[config.mk]
export PLATFORM = sky130hd
export DESIGN_NAME = phoneme_player
export DESIGN_NICKNAME = d
export VERILOG_FILES = /design/src/rtl/phoneme_pkg.sv /design/src/rtl/phoneme_flash_rd.sv /design/src/rtl/phoneme_player.sv
export SDC_FILE = /design/constraint.sdc
export NUM_CORES = 1
export LEC_CHECK = 0
export CAP_MARGIN = 20
export CELL_PAD_IN_SITES_DETAIL_PLACEMENT = 1
export CELL_PAD_IN_SITES_GLOBAL_PLACEMENT = 1
export CORE_MARGIN = 4
export CORE_UTILIZATION = 39
export DETAILED_ROUTE_END_ITERATION = 8
export HOLD_SLACK_MARGIN = 0.08
export PLACE_DENSITY_LB_ADDON = 0.1
export SYNTH_ARGS = -nofsm -noshare
export SYNTH_HDL_FRONTEND = slang
export SYNTH_SLANG_ARGS = --single-unit
[constraint.sdc]
create_clock -name clk -period 3 [get_ports clk]
set_input_delay 0.6 -clock clk [delete_from_list [all_inputs] [get_ports clk]]
set_output_delay 0.6 -clock clk [all_outputs]
set_load 0.01 [all_outputs]
[src/rtl/phoneme_pkg.sv]
// Shared types and helpers for the phoneme playback engine.
package phoneme_pkg;

    localparam int FLASH_ADDR_W = 22;
    localparam int SAMPLE_W     = 8;

    // Playback sequencer states
    typedef enum logic [2:0] {
        ST_IDLE,
        ST_FETCH,
        ST_WAIT_DATA,
        ST_HOLD,
        ST_SILENT,
        ST_DONE
    } state_t;

    // Flash read handshake states
    typedef enum logic [1:0] {
        RD_IDLE,
        RD_REQ,
        RD_WAIT
    } rd_state_t;

    // Pick one byte out of a little-endian 32-bit flash word
    function automatic logic [SAMPLE_W-1:0] byte_lane(input logic [31:0] word,
                                                      input logic [1:0]  lane);
        logic [SAMPLE_W-1:0] b;
        case (lane)
            2'd0:    b = word[7:0];
            2'd1:    b = word[15:8];
            2'd2:    b = word[23:16];
            default: b = word[31:24];
        endcase
        return b;
    endfunction

endpackage

[src/rtl/phoneme_flash_rd.sv]
// Single-outstanding read master for the phoneme flash.
// A req pulse with a byte address yields one ack pulse carrying that byte.
// Optional macro PHONEME_PLAYER_WORDBUF_EN keeps the last fetched word so
// that sequential bytes from the same word skip the bus entirely.
module phoneme_flash_rd
    import phoneme_pkg::*;
#(
    parameter int ADDR_W = 24,
    parameter int DATA_W = 32
) (
    input  logic                    clk,
    input  logic                    rst_n,
    input  logic                    req_i,
    input  logic [ADDR_W-1:0]       byte_addr_i,
    input  logic                    flush_i,
    output logic                    ack_o,
    output logic [SAMPLE_W-1:0]     byte_o,
    output logic                    waiting_o,
    output logic                    flash_read_o,
    output logic [FLASH_ADDR_W-1:0] flash_address_o,
    input  logic                    flash_waitrequest_i,
    input  logic                    flash_readdatavalid_i,
    input  logic [DATA_W-1:0]       flash_readdata_i
);

    rd_state_t                rd_q;
    logic                     flash_read_q;
    logic [FLASH_ADDR_W-1:0]  flash_address_q;
    logic [1:0]               lane_q;
    logic                     ack_q;
    logic [SAMPLE_W-1:0]      byte_q;

    logic                     start_rd_d;
    logic                     hit_d;
    logic [SAMPLE_W-1:0]      hit_byte_d;

    // A request still sitting on the port while its ack is out must not
    // launch a second transfer.
    assign start_rd_d = req_i && !ack_q;

`ifdef PHONEME_PLAYER_WORDBUF_EN
    logic [DATA_W-1:0]        word_q;
    logic [FLASH_ADDR_W-1:0]  tag_q;
    logic                     tag_valid_q;

    assign hit_d      = tag_valid_q && (tag_q == byte_addr_i[ADDR_W-1:2]);
    assign hit_byte_d = byte_lane(word_q, byte_addr_i[1:0]);

    // Remember the most recently returned word; a new phoneme forgets it
    always_ff @(posedge clk or negedge rst_n) begin
        if (!rst_n) begin
            word_q      <= '0;
            tag_q       <= '0;
            tag_valid_q <= 1'b0;
        end else if (flush_i) begin
            tag_valid_q <= 1'b0;
        end else if (rd_q == RD_WAIT && flash_readdatavalid_i) begin
            word_q      <= flash_readdata_i;
            tag_q       <= flash_address_q;
            tag_valid_q <= 1'b1;
        end
    end
`else
    logic unused_flush;

    assign hit_d        = 1'b0;
    assign hit_byte_d   = '0;
    assign unused_flush = flush_i;
`endif

    // Request / accept / data-return handshake with registered bus outputs
    always_ff @(posedge clk or negedge rst_n) begin
        if (!rst_n) begin
            rd_q            <= RD_IDLE;
            flash_read_q    <= 1'b0;
            flash_address_q <= '0;
            lane_q          <= '0;
            ack_q           <= 1'b0;
            byte_q          <= '0;
        end else begin
            ack_q <= 1'b0;
            case (rd_q)
                RD_IDLE: begin
                    if (start_rd_d) begin
                        if (hit_d) begin
                            ack_q  <= 1'b1;
                            byte_q <= hit_byte_d;
                        end else begin
                            flash_read_q    <= 1'b1;
                            flash_address_q <= byte_addr_i[ADDR_W-1:2];
                            lane_q          <= byte_addr_i[1:0];
                            rd_q            <= RD_REQ;
                        end
                    end
                end
                RD_REQ: begin
                    if (!flash_waitrequest_i) begin
                        flash_read_q <= 1'b0;
                        rd_q         <= RD_WAIT;
                    end
                end
                RD_WAIT: begin
                    if (flash_readdatavalid_i) begin
                        byte_q <= byte_lane(flash_readdata_i[31:0], lane_q);
                        ack_q  <= 1'b1;
                        rd_q   <= RD_IDLE;
                    end
                end
                default: rd_q <= RD_IDLE;
            endcase
        end
    end

    assign ack_o           = ack_q;
    assign byte_o          = byte_q;
    assign waiting_o       = (rd_q == RD_WAIT);
    assign flash_read_o    = flash_read_q;
    assign flash_address_o = flash_address_q;

endmodule

[src/rtl/phoneme_player.sv]
// Phoneme playback engine: walks a byte range of flash (or counts out a
// silent pause) and emits one signed 8-bit sample per sample tick.
// Optional macro PHONEME_PLAYER_WORDBUF_EN enables the word buffer in the
// flash reader so only one bus read is needed per four sequential samples.
module phoneme_player
    import phoneme_pkg::*;
#(
    parameter int ADDR_W = 24,
    parameter int DATA_W = 32
) (
    input  logic                    clk,
    input  logic                    rst_n,
    input  logic                    start,
    input  logic [ADDR_W-1:0]       start_address,
    input  logic [ADDR_W-1:0]       end_address,
    input  logic                    silent,
    input  logic                    sample_tick,
    output logic                    flash_read,
    output logic [FLASH_ADDR_W-1:0] flash_address,
    input  logic                    flash_waitrequest,
    input  logic                    flash_readdatavalid,
    input  logic [DATA_W-1:0]       flash_readdata,
    output logic [SAMPLE_W-1:0]     audio_out,
    output logic                    audio_valid,
    output logic                    busy,
    output logic                    done
);

    state_t               state_q;
    logic [ADDR_W-1:0]    ptr_q;
    logic [ADDR_W-1:0]    end_q;
    logic                 tick_pending_q;
    logic [SAMPLE_W-1:0]  sample_buf_q;
    logic [SAMPLE_W-1:0]  audio_q;
    logic                 audio_valid_q;
    logic                 busy_q;
    logic                 done_q;

    logic                 rd_req_d;
    logic                 flush_d;
    logic                 tick_d;
    logic                 last_d;
    logic [ADDR_W-1:0]    ptr_inc_d;
    logic                 rd_ack;
    logic                 rd_waiting;
    logic [SAMPLE_W-1:0]  rd_byte;

    assign rd_req_d  = (state_q == ST_FETCH);
    assign flush_d   = (state_q == ST_IDLE) && start;
    assign tick_d    = sample_tick || tick_pending_q;
    // Using >= rather than == also terminates start>end and wrapped ranges
    assign last_d    = (ptr_q >= end_q);
    assign ptr_inc_d = ptr_q + 1'b1;

    phoneme_flash_rd #(
        .ADDR_W (ADDR_W),
        .DATA_W (DATA_W)
    ) u_flash_rd (
        .clk                   (clk),
        .rst_n                 (rst_n),
        .req_i                 (rd_req_d),
        .byte_addr_i           (ptr_q),
        .flush_i               (flush_d),
        .ack_o                 (rd_ack),
        .byte_o                (rd_byte),
        .waiting_o             (rd_waiting),
        .flash_read_o          (flash_read),
        .flash_address_o       (flash_address),
        .flash_waitrequest_i   (flash_waitrequest),
        .flash_readdatavalid_i (flash_readdatavalid),
        .flash_readdata_i      (flash_readdata)
    );

    // Playback sequencer with registered audio/busy/done outputs
    always_ff @(posedge clk or negedge rst_n) begin
        if (!rst_n) begin
            state_q        <= ST_IDLE;
            ptr_q          <= '0;
            end_q          <= '0;
            tick_pending_q <= 1'b0;
            sample_buf_q   <= '0;
            audio_q        <= '0;
            audio_valid_q  <= 1'b0;
            busy_q         <= 1'b0;
            done_q         <= 1'b0;
        end else begin
            audio_valid_q <= 1'b0;
            done_q        <= 1'b0;
            case (state_q)
                ST_IDLE: begin
                    tick_pending_q <= 1'b0;
                    if (start) begin
                        ptr_q   <= start_address;
                        end_q   <= end_address;
                        busy_q  <= 1'b1;
                        state_q <= silent ? ST_SILENT : ST_FETCH;
                    end
                end
                ST_FETCH: begin
                    if (sample_tick) begin
                        tick_pending_q <= 1'b1;
                    end
                    if (rd_ack) begin
                        sample_buf_q <= rd_byte;
                        state_q      <= ST_HOLD;
                    end else if (rd_waiting) begin
                        state_q <= ST_WAIT_DATA;
                    end
                end
                ST_WAIT_DATA: begin
                    if (sample_tick) begin
                        tick_pending_q <= 1'b1;
                    end
                    if (rd_ack) begin
                        sample_buf_q <= rd_byte;
                        state_q      <= ST_HOLD;
                    end
                end
                ST_HOLD: begin
                    if (tick_d) begin
                        audio_q        <= sample_buf_q;
                        audio_valid_q  <= 1'b1;
                        tick_pending_q <= 1'b0;
                        if (last_d) begin
                            done_q  <= 1'b1;
                            busy_q  <= 1'b0;
                            state_q <= ST_DONE;
                        end else begin
                            ptr_q   <= ptr_inc_d;
                            state_q <= ST_FETCH;
                        end
                    end
                end
                ST_SILENT: begin
                    if (sample_tick) begin
                        audio_q       <= '0;
                        audio_valid_q <= 1'b1;
                        if (last_d) begin
                            done_q  <= 1'b1;
                            busy_q  <= 1'b0;
                            state_q <= ST_DONE;
                        end else begin
                            ptr_q <= ptr_inc_d;
                        end
                    end
                end
                ST_DONE: begin
                    state_q <= ST_IDLE;
                end
                default: state_q <= ST_IDLE;
            endcase
        end
    end

    assign audio_out   = audio_q;
    assign audio_valid = audio_valid_q;
    assign busy        = busy_q;
    assign done        = done_q;

endmodule

==> flow_results.org <==
** STA
- Setup violations remaining at the end of the flow were counted as 0.
- For the finished layout, the period the worst path requires is roughly 2.6 ns.
- Worst-case setup margin in the final layout :: roughly 0.45 ns
- In the finished design, the share of the clock period the worst path needs comes to 85.0%.
- In the final timing run, aggregate negative setup slack is 0 ns.
- Fin. Hold Viols :: 0
- Final clock skew :: 0.00918 ns
- Slew at the pin with the worst max-slew slack :: a little under 1 ns
- Setup repair after global routing left no endpoint under its margin.
- The worst pin sits at a relative slew slack of roughly a third.
- The final-report max-slew violation count is 0.
- Based on the critical path, the design can be clocked at up to between 0.3 and 0.4 GHz.

** Detailed routing
- Via count :: 4771
- The first routing iteration left 219 violations.
- In the routed design, unresolved DRC markers number 0.
- In this run the remaining antenna-violating nets after routing total 0.
- The final layout contains routed wiring with a total length of around 17000 um.
- The first TritonRoute pass finished after 4 iterations.
- After detailed routing, the number of vias per cell comes to around 5.5.
- In the final routed layout, each cell accounts on average for 19.4 um.

** Setup path
- Crit path kind :: reg -> reg
- Required arrival time at the worst endpoint :: 3.28 ns
- The worst setup path is captured at a flop.
- The worst setup path is launched from a flop.
- In this run the worst path has a maximum fanout of 13.
- Data on the critical path arrives at its endpoint at between 2 and 3 ns.

** CTS
- Post-cts repair resize count :: 0
- Max clock buf depth :: 2
- Hold repair after CTS inserted 0 buffers.
- Number of clock buffers inserted by TritonCTS :: 9
- The H-tree was split into 3 levels.
- The clock net in this run drives a total of about 110 sinks.
- The number of setup buffers added after CTS is 0.
- TritonCTS built the clock tree.
- Clock-pin slew of the registers on the worst-case setup and hold paths :: 0.08 ns
- Clock Latency Late Sink :: ~0.36 ns
- CTS Root Cell :: clkbuf_16

** Synthesis
- Per-instance average area after synthesis :: just under 10 um2
- Share of synthesized registers carrying an async set or reset :: 100%
- Post-synth top flop :: dfrtp_1
- When the netlist entered floorplanning its net count stood at around 690.
- Number of different library cells in the post-synthesis netlist :: between 50 and 60
- In this run the cell area of the synthesized design comes to about 5700 um2.
- Synthesis handed over a netlist of 574 instances.
- Count of flip-flops with a built-in enable after synthesis :: 0
- Register area share after synthesis :: a little under half
- Warnings, synthesis :: 0
- Counting flops and latches in the post-synthesis netlist gives roughly 110.

** Cells and area
- After the last flow step, the layout net total stands at about 800.
- Most used cells in the layout excluding fill and tap cells :: clkdlybuf4s50_1, dfrtp_1, o21ai_0, nand2_1, nor2_1
- From synthesis to final layout, the design area changed by 30.4%.
- The repair_antennas step left the layout with diodes totalling 0.
- After filler insertion, the fill cell instance count of the layout stands at ~1600.
- In the final layout, flip-flops and latches occupy around 2700 um2.
- Most common library cell in the layout ignoring fill and taps :: clkdlybuf4s50_1
- Fraction of layout cells with a size suffix above 1 :: approximately 13%
- Area of the multi-input gates :: 2710 um2

** Place
- Pre-CTS setup slack :: 0.460 ns
- Global placer's final weighted congestion :: approximately 0.86
- Once detailed placement completed, the half-perimeter wirelength came to around 12000 um.
- Input/output buffers :: 120

** Global route
- The number of antenna violations at the first check in global routing is 0.
- Vias in the first global route :: 5214
- Global route total overflow :: 0
- Total routing resource utilization after global routing :: 21.1%
- Entering global routing, the biggest net connects 108 pins.
- The first global-routing pass estimated roughly 27000 um of wire.

** Outcome
- Run status :: finished clean

** Flow run
- Max-cap violations in this run came to 0.

** Floorplanning
- During I/O placement, the number of pins put on the boundary was around 120.
- Row generation in the floorplan step produced 43 rows.
- Core Footprint :: about 14000 um2
- Die span in x :: 129 um
- The floorplan step defined a die boundary enclosing ~17000 um2.
- The initial utilization of the core area, before any placement, comes to between 40% and 50%.
- Vertical die dimension :: about 130 um

** Pwr
- In this run the power density over the cells is 1100 nW/um2.
- Cell leakage power :: around 3.1 nW
- Worst ir drop on vdd :: between 0.4 and 0.5 mV

** Hold path
- The tightest min-delay check is of the in -> async type.
layer usage:
metal / GRT usage, % / routed length (um) / vias to the layer above
met5: 0 / 0 / -
met4: 6.05 / 257 / 0
met3: 4.03 / 671 / 19
met2: 37.9 / 8810 / 100
met1: 25.9 / 7190 / 2400
li1: - / - / 2252
where the power goes:
| part | switching (W) | internal (W) | leakage, nW |
|---|---|---|---|
| Combinational | 0.00215 | 0.00194 | 1.66 |
| Sequential | 0.000640 | 0.00212 | 1.32 |
| Clock | 0.000566 | 0.000734 | 0.153 |
| Total | 0.00335 | 0.00479 | 3.14 |
metrics by stage:
stage / instance area [um2] / hold slack [ns] / power (W) / utilization [%] / instances
4_1_cts: 7400 / 0.341 / 0.00824 / 52.7 / 871
3_5_place_dp: 7080 / 0.476 / 0.00689 / 50.4 / 855
5_1_grt: 7400 / 0.346 / 0.00879 / 52.7 / 871
6_report: 7400 / 0.283 / 0.00814 / 52.7 / 871
2_1_floorplan: 5670 / 0.304 / 0.00534 / - / 574
3_3_place_gp: 7080 / 0.464 / 0.00669 / 50.4 / 855
worst paths after layout:
check	endpoint	slack [ns]	cells after the start	startpoint
worst max register to register	ptr_q[18]	0.45	9	ptr_q[23]
worst max-delay path	ptr_q[18]	0.45	9	ptr_q[23]
max in group asynchronous	u_flash_rd.flash_address_o[12]	2.21	2	rst_n
worst min-delay path	audio_out[0]	0.28	2	rst_n
min in group clk	u_flash_rd.flash_read_o	0.49	2	u_flash_rd.flash_read_o
worst min register to register	u_flash_rd.flash_read_o	0.49	2	u_flash_rd.flash_read_o
synth_stat cells, drive strengths merged, types with 6 or more instances:
| library cell | number | area, um2 |
|---|---|---|
| a21oi | 41 | 205 |
| and3 | 6 | 37.5 |
| buf | 15 | 85.1 |
| clkbuf | 15 | 56.3 |
| dfrtp | 107 | 2680 |
| ha | 25 | 313 |
| inv | 42 | 158 |
| mux2 | 37 | 420 |
| mux4 | 8 | 180 |
| nand2 | 59 | 221 |
| nand3 | 21 | 110 |
| nor2 | 45 | 169 |
| nor3 | 14 | 91.3 |
| o21ai | 63 | 315 |
| o2bb2ai | 16 | 140 |
logic make-up after synthesis:
family                     share of synthesized area, %
and+or+nand+nor                                    13.9
AOI/OAI and AO/OA                                  17.5
DFF                                                47.2
buffers and inverters                              5.27
muxes                                              10.6
adders and majority gates                          5.51
critical path, cell delays in order, from the launching register on:
cell and delay (ns):
dfrtp_1 0.42, ha_1 0.33, nand4_1 0.16, nor3_2 0.28, and4_1 0.23, and2_1 0.19, nor3_4 0.06, o21bai_4 0.41
buf_12 0.20, a2bb2oi_1 0.17
flip-flops by register name, indices dropped and copies added (netlist names):
name,flops
sample_buf_q,8
u_flash_rd.flash_address_o,22
u_flash_rd.ack_o,1
ptr_q,24
u_flash_rd.lane_q,2
tick_pending_q,1
audio_out,8
u_flash_rd.flash_read_o,1
busy,1
u_flash_rd.byte_o,8
u_flash_rd.rd_q,2
audio_valid,1
end_q,24
done,1
state_q,3
cell type report:
class	count	share of cell area [%]
clock buffers	10	3.10
multi-input cells	395	36.6
flip-flops and latches	107	36.2
inverters	42	2.13
clock inverters	6	1.22
well taps	180	3.05
repair buffers	131	17.7
(Power assumes the default switching activity.)
